<file path="src/rtl/apb_pkg.sv">
// Shared types and constants for the APB requester.
// No logic; state encoding, default bus widths and register offsets.
// Imported by the RTL and by the bench.
package apb_pkg;

  typedef enum logic [1:0] {
    ST_IDLE   = 2'd0,
    ST_SETUP  = 2'd1,
    ST_ACCESS = 2'd2
  } apb_m_state_t;

  localparam int APB_ADDR_W = 32;
  localparam int APB_DATA_W = 32;

  // Register offsets of the peripherals exercised on this bus
  localparam logic [31:0] REG_OFF_0 = 32'h0;
  localparam logic [31:0] REG_OFF_4 = 32'h4;
  localparam logic [31:0] REG_OFF_8 = 32'h8;
  localparam logic [31:0] REG_OFF_C = 32'hC;

endpackage

</file>
<file path="src/rtl/apb_wait_timer.sv">
// Counts ACCESS cycles with pready low; flags the LIMIT-th such cycle.
// Latency: expire is a decode of the registered count (same cycle).
// Backpressure: none; clear wins over enable, count saturates at LIMIT.
module apb_wait_timer #(
  parameter int LIMIT = 16
) (
  input  logic pclk,
  input  logic preset,
  input  logic clear,
  input  logic enable,
  output logic expire
);

  localparam int CW = $clog2(LIMIT + 1);

  logic [CW-1:0] cnt_q, cnt_d;

  // Next count: clear restarts, enable advances without wrapping past LIMIT
  always_comb begin
    cnt_d = cnt_q;
    if (clear) begin
      cnt_d = '0;
    end else if (enable && (cnt_q != CW'(LIMIT))) begin
      cnt_d = cnt_q + 1'b1;
    end
  end

  // Count register with synchronous reset
  always_ff @(posedge pclk) begin
    if (preset) begin
      cnt_q <= '0;
    end else begin
      cnt_q <= cnt_d;
    end
  end

  // The cycle whose count is LIMIT-1 is the LIMIT-th consecutive low cycle;
  // kept independent of enable so the caller's decode has no loop through it.
  assign expire = (cnt_q == CW'(LIMIT - 1));

endmodule

</file>
<file path="src/rtl/apb_master.sv">
// APB3 requester: one command -> SETUP + ACCESS, result on a response pulse.
// Latency: accept at edge k, rsp_valid in cycle k+3+wait states (k+2+TIMEOUT on abort).
// Backpressure: cmd_ready only in IDLE; response channel has none.
module apb_master
  import apb_pkg::*;
#(
  parameter int ADDR_W         = APB_ADDR_W,
  parameter int DATA_W         = APB_DATA_W,
  parameter int TIMEOUT_CYCLES = 16
) (
  input  logic              pclk,
  input  logic              preset,
  input  logic              cmd_valid,
  output logic              cmd_ready,
  input  logic              cmd_write,
  input  logic [ADDR_W-1:0] cmd_addr,
  input  logic [DATA_W-1:0] cmd_wdata,
  output logic              rsp_valid,
  output logic [DATA_W-1:0] rsp_rdata,
  output logic              rsp_err,
  output logic              rsp_timeout,
  output logic [ADDR_W-1:0] paddr,
  output logic [DATA_W-1:0] pwdata,
  output logic              pwrite,
  output logic              psel,
  output logic              penable,
  input  logic [DATA_W-1:0] prdata,
  input  logic              pready,
  input  logic              pslverr
);

  apb_m_state_t      state_q, state_d;
  logic [ADDR_W-1:0] paddr_q, paddr_d;
  logic [DATA_W-1:0] pwdata_q, pwdata_d;
  logic              pwrite_q, pwrite_d;
  logic              psel_q, psel_d;
  logic              penable_q, penable_d;
  logic              rsp_valid_q, rsp_valid_d;
  logic [DATA_W-1:0] rsp_rdata_q, rsp_rdata_d;
  logic              rsp_err_q, rsp_err_d;
  logic              rsp_timeout_q, rsp_timeout_d;

  logic tmr_clear, tmr_en, tmr_expire;

  generate
    if (TIMEOUT_CYCLES != 0) begin : g_timer
      apb_wait_timer #(.LIMIT(TIMEOUT_CYCLES)) u_wait_timer (
        .pclk   (pclk),
        .preset (preset),
        .clear  (tmr_clear),
        .enable (tmr_en),
        .expire (tmr_expire)
      );
    end else begin : g_no_timer
      assign tmr_expire = 1'b0;
    end
  endgenerate

  // Only unregistered output: ready is a decode of IDLE, masked during reset
  assign cmd_ready = (state_q == ST_IDLE) && !preset;

  // Transfer sequencing and response generation
  always_comb begin
    state_d       = state_q;
    paddr_d       = paddr_q;
    pwdata_d      = pwdata_q;
    pwrite_d      = pwrite_q;
    psel_d        = psel_q;
    penable_d     = penable_q;
    rsp_valid_d   = 1'b0;
    rsp_rdata_d   = rsp_rdata_q;
    rsp_err_d     = rsp_err_q;
    rsp_timeout_d = rsp_timeout_q;
    tmr_clear     = 1'b0;
    tmr_en        = 1'b0;
    case (state_q)
      ST_IDLE: begin
        if (cmd_valid) begin
          paddr_d  = cmd_addr;
          pwdata_d = cmd_wdata;
          pwrite_d = cmd_write;
          psel_d   = 1'b1;
          state_d  = ST_SETUP;
        end
      end
      ST_SETUP: begin
        // pready is deliberately ignored here: a stale high must not complete
        penable_d = 1'b1;
        tmr_clear = 1'b1;
        state_d   = ST_ACCESS;
      end
      ST_ACCESS: begin
        if (pready) begin
          // Normal completion beats a timeout landing on the same cycle
          rsp_valid_d   = 1'b1;
          rsp_rdata_d   = pwrite_q ? '0 : prdata;
          rsp_err_d     = pslverr;
          rsp_timeout_d = 1'b0;
          psel_d        = 1'b0;
          penable_d     = 1'b0;
          state_d       = ST_IDLE;
        end else begin
          tmr_en = 1'b1;
          if (tmr_expire) begin
            rsp_valid_d   = 1'b1;
            rsp_rdata_d   = '0;
            rsp_err_d     = 1'b1;
            rsp_timeout_d = 1'b1;
            psel_d        = 1'b0;
            penable_d     = 1'b0;
            state_d       = ST_IDLE;
          end
        end
      end
      default: begin
        psel_d    = 1'b0;
        penable_d = 1'b0;
        state_d   = ST_IDLE;
      end
    endcase
  end

  // State and output registers; reset drops any in-flight command silently
  always_ff @(posedge pclk) begin
    if (preset) begin
      state_q       <= ST_IDLE;
      paddr_q       <= '0;
      pwdata_q      <= '0;
      pwrite_q      <= 1'b0;
      psel_q        <= 1'b0;
      penable_q     <= 1'b0;
      rsp_valid_q   <= 1'b0;
      rsp_rdata_q   <= '0;
      rsp_err_q     <= 1'b0;
      rsp_timeout_q <= 1'b0;
    end else begin
      state_q       <= state_d;
      paddr_q       <= paddr_d;
      pwdata_q      <= pwdata_d;
      pwrite_q      <= pwrite_d;
      psel_q        <= psel_d;
      penable_q     <= penable_d;
      rsp_valid_q   <= rsp_valid_d;
      rsp_rdata_q   <= rsp_rdata_d;
      rsp_err_q     <= rsp_err_d;
      rsp_timeout_q <= rsp_timeout_d;
    end
  end

  assign paddr       = paddr_q;
  assign pwdata      = pwdata_q;
  assign pwrite      = pwrite_q;
  assign psel        = psel_q;
  assign penable     = penable_q;
  assign rsp_valid   = rsp_valid_q;
  assign rsp_rdata   = rsp_rdata_q;
  assign rsp_err     = rsp_err_q;
  assign rsp_timeout = rsp_timeout_q;

endmodule
</file>
<file path="config.mk">
export PLATFORM = sky130hd
export DESIGN_NAME = apb_master
export DESIGN_NICKNAME = d
export VERILOG_FILES = /design/src/rtl/apb_pkg.sv /design/src/rtl/apb_wait_timer.sv /design/src/rtl/apb_master.sv
export SDC_FILE = /design/constraint.sdc
export NUM_CORES = 1
export LEC_CHECK = 0
export CORE_MARGIN = 2
export CORE_UTILIZATION = 35
export DETAILED_ROUTE_END_ITERATION = 8
export HOLD_SLACK_MARGIN = 0.1
export PLACE_DENSITY_LB_ADDON = 0.25
export SETUP_SLACK_MARGIN = 0.02
export SLEW_MARGIN = 20
export SYNTH_ARGS = -nofsm -noshare
export SYNTH_HDL_FRONTEND = slang
export SYNTH_SLANG_ARGS = --single-unit
</file>
<file path="constraint.sdc">
create_clock -name pclk -period 2 [get_ports pclk]
set_input_delay 0.2 -clock pclk [delete_from_list [all_inputs] [get_ports pclk]]
set_output_delay 0.2 -clock pclk [all_outputs]
set_load 0.02 [all_outputs]
</file>
# Word level (Yosys, flattened, before mapping)
# Cells that the tools add are included.
# op_classes
addsub	1
eq_ne	6
n_mux	20
bitwise	3
reduce_logical	12
# op_table
operator	n
32-bit 2-to-1 mux	3
1-bit 2-to-1 mux	11
2-bit AND reduction	4
2-bit 2-to-1 mux	3
1-bit one-hot mux with 3 select lines	2
2-bit one-hot mux with 3 select lines	1
5-bit by 1-bit adder with 5-bit output, second input constant	1
5-bit by 4-bit equality test with 1-bit output, second input constant	1
5-bit inequality test, second input constant	1
2-bit OR reduction	2
3-bit by 2-bit inequality test with 1-bit output, second input constant	1
1-bit inverter	3
3-bit AND reduction	1
2-bit by 1-bit equality test with 1-bit output, second input constant	1
2-bit equality test, second input constant	1
1-bit logical AND	2
2-bit zero test	1
2-bit inequality test, second input constant	1
2-bit nonzero test	1
1-bit zero test	1
# word_totals
reg_bits	109
out_inout_bits	103

# Longest topological paths before layout
# logic_depth
ltp_word	4
ltp_mapped	7

# Hierarchy
# From an unflattened synthesis, not the netlist that was laid out.
# unflattened
cells_unflattened	418
area_unflattened_um2	3818.7
# by_module_without_submodules
mod	instances	cells_per_inst	area_per_inst_um2	seq_area_each_um2
apb_master	1	386	3513.4	2082.0
apb_wait_timer	1	32	305.3	100.1

# Worst setup path after synthesis
# No wires, ideal clock.
# synth_timing
kind	register to register
startpoint	reg g_timer.u_wait_timer.cnt_q[0]
endpoint	reg rsp_rdata_q[10] (netlist: rsp_rdata[10])
setup_time_ns	0.059
arrival_ns	1.682
required_time_ns	1.941
path_slack_ns	0.259
stages_incl_launch_ff	8
period_less_slack_ns	1.741
path_cell_list	dfxtp_1 -> ha_1 -> and3_1 -> ha_1 -> or2_2 -> a21oi_2 -> buf_4 -> a22o_1
# synth_via
elab_chain_len	3
# synth_rtl
item	line_no	rtl
start: declaration	apb_wait_timer.sv:16	logic [CW-1:0] cnt_q, cnt_d;
start signal: assignment	apb_wait_timer.sv:33	cnt_q <= cnt_d;
5-bit by 4-bit equality test with 1-bit output	apb_wait_timer.sv:39	assign expire = (cnt_q == CW'(LIMIT - 1));
2-bit nonzero test (no source line)	--	
2-bit AND reduction (no source line)	--	
end signal: assignment	apb_master.sv:144	rsp_rdata_q <= rsp_rdata_d;
end: declaration	apb_master.sv:39	logic [DATA_W-1:0] rsp_rdata_q, rsp_rdata_d;
# Every way passes these cells.
# A chain may end at the register's enable or synchronous reset.

# Final worst setup path
# layout_timing
startpoint	reg g_timer.u_wait_timer.cnt_q[0]
endpoint	reg rsp_rdata_q[13] (netlist: rsp_rdata[13])
# Same word-level chain as after synthesis.

==> reports/qor_table.md <==
| Result | Reported | Unit |
|---|---|---|
| Die footprint | 11740 | µm² |
| TritonRoute pass-1 iters | 5 | - |
| Worst vdd rail ir drop | 0.0003899 | V |
| Leak Pwr | 2.277 | nW |
| RSZ-0062 raised after global routing | false | - |
| Post-Route Skew | 0.009247 | ns |
| Maximum capacitance violations | 0 | - |
| Max Buffers Root-to-Sink | 2 | - |
| Area fraction in compound gates after synthesis | 17.73 | % |
| Tightest hold margin | 0.2913 | ns |
| Max transition margin | 62.08 | % |
| Clock-pin transition on the worst setup and hold timing paths | 0.10 | ns |
| Result of the run | complete, no violations | - |
| Worst-Margin Slew | 0.5689 | ns |
| Critical setup path kind | reg2reg | - |
| Commonest non-fill, non-tap cell in the layout | clkdlybuf4s50_1 | - |
| Number of vias per cell | 4.798 | - |
| Final setup violating endpoints | 0 | - |
| Synthesized net count | 522 | - |
| Overall die height | 108.3 | µm |
| Final period demand of the worst path | 1.852 | ns |
| Root buffer selected by CTS | clkbuf_8 | - |
| Initial antenna violation count | 0 | - |
| Clock sinks | 109 | - |
| Count of H-tree levels built during CTS | 3 | - |
| Accumulated negative setup slack | 0 | ns |
| Synth Flop Type | dfxtp_1 | - |
| Adder and majority cell fraction of the synthesized area | 0.9852 | % |
| Metal2 WL | 5.085 | mm |
| Overall routing resource usage | 17.74 | % |
| Hold path cells | 3 | - |
| Kind of capture point of the worst setup path | flip-flop | - |
| Area used by sequential logic in the layout | 2182 | µm² |
| Number of flip-flops and latches in the synthesized netlist | 109 | - |
| Combinational family with the most area after synthesis | simple AND/OR/NAND/NOR gates | - |
| Proportion of synthesized flip-flops having asynchronous set or reset | 0 | % |
| Buffers added on ports | 204 | - |
| Count of fill cells added during filler insertion | 977 | - |
| Sum of routed wire segments on met1 | 4.614 | mm |
| Worst r2r dst | rsp_rdata[13]$_SDFFE_PP0P_ | - |
| Wire per inst | 14.47 | µm |
| Count of pins over their slew limit | 0 | - |
| Post_cts resized | 0 | - |
| Aggregate global routing overflow | 0 | - |
| Effective utilization at floorplan | 35.46 | % |
| Detailed-route wire length | 10.91 | mm |
| Total chip power | 4.549 | mW |
| Die span in x | 108.3 | µm |
| Post-synthesis sequential area ratio | 57.27 | % |
| DP Wirelength | 7.667 | mm |
| Share of the clock period used by the worst path after layout | 92.60 | % |
| Simple-gate portion of the synthesized area | 17.77 | % |
| Post-CTS setup-driven buffer insertion count | 0 | - |
| Worst setup path start | g_timer.u_wait_timer.cnt_q[0]$_SDFFE_PP0P_ | - |
| Endpoint of the worst hold path | paddr[5]$_SDFFE_PP0P_ | - |
| Layout area overhead | 61.35 | % |
| Post-synth cell types | 35 | - |
| Highest fanout seen on the critical path | 32 | - |
| Area of the multi-input gates | 1425 | µm² |
| Worst setup SP type | flip-flop | - |
| Area of the placeable core | 10750 | µm² |
| Number of warnings reported in the yosys synthesis log | 0 | - |
| Synthesized-area fraction occupied by xor and xnor cells | 0 | % |
| Num rows | 38 | - |
| Worst reg-to-reg path cell count | 7 | - |
| Number of failing hold endpoints at the final stage | 0 | - |
| Slack of the worst reg-to-reg path | 0.15 | ns |
| Leading cell types in the layout, fill and taps excluded | clkdlybuf4s50_1 (203), nand2_1 (132), dfxtp_1 (109) | - |
| Worst min-delay path startpoint | preset | - |
| Length of routed met3 wiring | 956 | µm |
| Number of antenna diodes | 0 | - |
| Proportion of layout cells with a drive suffix above 1 | 4.886 | % |
| Worst path required time | 2.31 | ns |
| Mean cell area of the mapped netlist | 9.136 | µm² |
| Global-route wire length before repair | 16.37 | mm |
| Post-route DRC | 0 | - |
| Hold buffer count at CTS | 0 | - |
| Synthesized instance count | 417 | - |
| Largest net degree at the start of global routing | 68 | - |
| First DRT Iteration DRCs | 237 | - |
| Worst min-delay path category | in2reg | - |
| Vias | 3618 | - |
| Number of synthesized flops with an enable pin | 0 | - |
| Global placement routability congestion | 0.7690 | - |
| Cts bufs inserted | 9 | - |
| Arrival time at the worst endpoint | 2.16 | ns |
| Top Ports | 205 | - |
| Share of synthesized area spent on multiplexers | 0.7882 | % |
| Clock insertion delay at the later pin of the skew report | 0.37 | ns |
| Total power density per cell area | 740.0 | nW/µm² |
| Clock tree from TritonCTS | done | - |
| Post-synth design cell area | 3810 | µm² |
| Highest routed layer | met4 | - |
| Final nets | 714 | - |
| Worst R2R Start | g_timer.u_wait_timer.cnt_q[0]$_SDFFE_PP0P_ | - |
| Number of global-route vias before repair | 3434 | - |
| Remaining antenna violation count after routing | 0 | - |
| Top achievable clock speed | 540.0 | MHz |
cell usage after synthesis (2+ instances only):
cell type  instances  area share, %
nor3_1             5           0.66
nand2_1          132             13
a211oi_1           2           0.39
nand3_1            6           0.79
a22o_1            32            7.4
dfxtp_1          109             57
ha_1               3           0.99
buf_4              3           0.59
nor2_1             2           0.20
clkbuf_1           9           0.89
buf_6              7            2.1
inv_1              4           0.39
mux2i_1            3           0.79
buf_2             10            1.3
and3_1             2           0.33
a21oi_1           69            9.1
flip-flops by register name, indices dropped and copies added, names as in the netlist:
name                        cells
state_q                         2
pwdata                         32
pwrite                          1
rsp_err                         1
paddr                          32
rsp_valid                       1
psel                            1
rsp_rdata                      32
penable                         1
g_timer.u_wait_timer.cnt_q      5
rsp_timeout                     1
worst max-delay path, stage by stage, from the launching register on:
cell and delay (ns):
dfxtp_1 0.35, ha_1 0.21, and3_1 0.18, ha_1 0.18, or2_2 0.32, a21oi_2 0.20
buf_12 0.20, a22o_1 0.16
power by group:
part           switching (mW)  internal (mW)  total, mW
registers              0.0563           2.27       2.33
logic                   0.394          0.436      0.830
clock network           0.762          0.625       1.39
total                    1.21           3.34       4.55
through the flow:
step                      setup WS (ns)  cells  cell area [µm²]  util (%)
after global routing            0.05378    754             6147     57.21
after detailed placement         0.1640    738             5941     55.29
after CTS                        0.1461    754             6147     57.21
after floorplan                  0.2587    417             3810         -
after global placement           0.2043    738             5941     55.29
final                            0.1480    754             6147     57.21
layer usage:
layer	vias to the layer above	GRT usage, %
met2	153	29.56
met4	0	8.425
li1	1781	-
met5	-	0
met3	18	5.365
met1	1666	20.85
area by class of cell:
class	instances	area share [%]
Inverter	5	0.3053
Sequential cell	109	35.50
Clock inverter	6	1.119
Tap cell	140	2.850
Multi-Input combinational cell	273	23.18
Timing Repair Buffer	211	34.81
Clock buffer	10	2.239
worst max-delay path by stage:
stage | cells past startpoint | slack [ns] | end
3_5_place_dp | 7 | 0.16 | rsp_rdata[14]$_SDFFE_PP0P_
5_1_grt | 7 | 0.05 | rsp_rdata[2]$_SDFFE_PP0P_
6_report | 7 | 0.15 | rsp_rdata[13]$_SDFFE_PP0P_
4_1_cts | 2 | 0.15 | cmd_ready
3_3_place_gp | 7 | 0.20 | rsp_rdata[18]$_SDFFE_PP0P_
2_1_floorplan | 7 | 0.26 | rsp_rdata[10]$_SDFFE_PP0P_
logic make-up after synthesis:
family	Yosys count
and+or+nand+nor	159
DFF	109
AOI/OAI and AO/OA	108
buffers and inverters	35
muxes	3
adders and majority gates	3
Note: power is estimated with default switching activity, not from simulation.
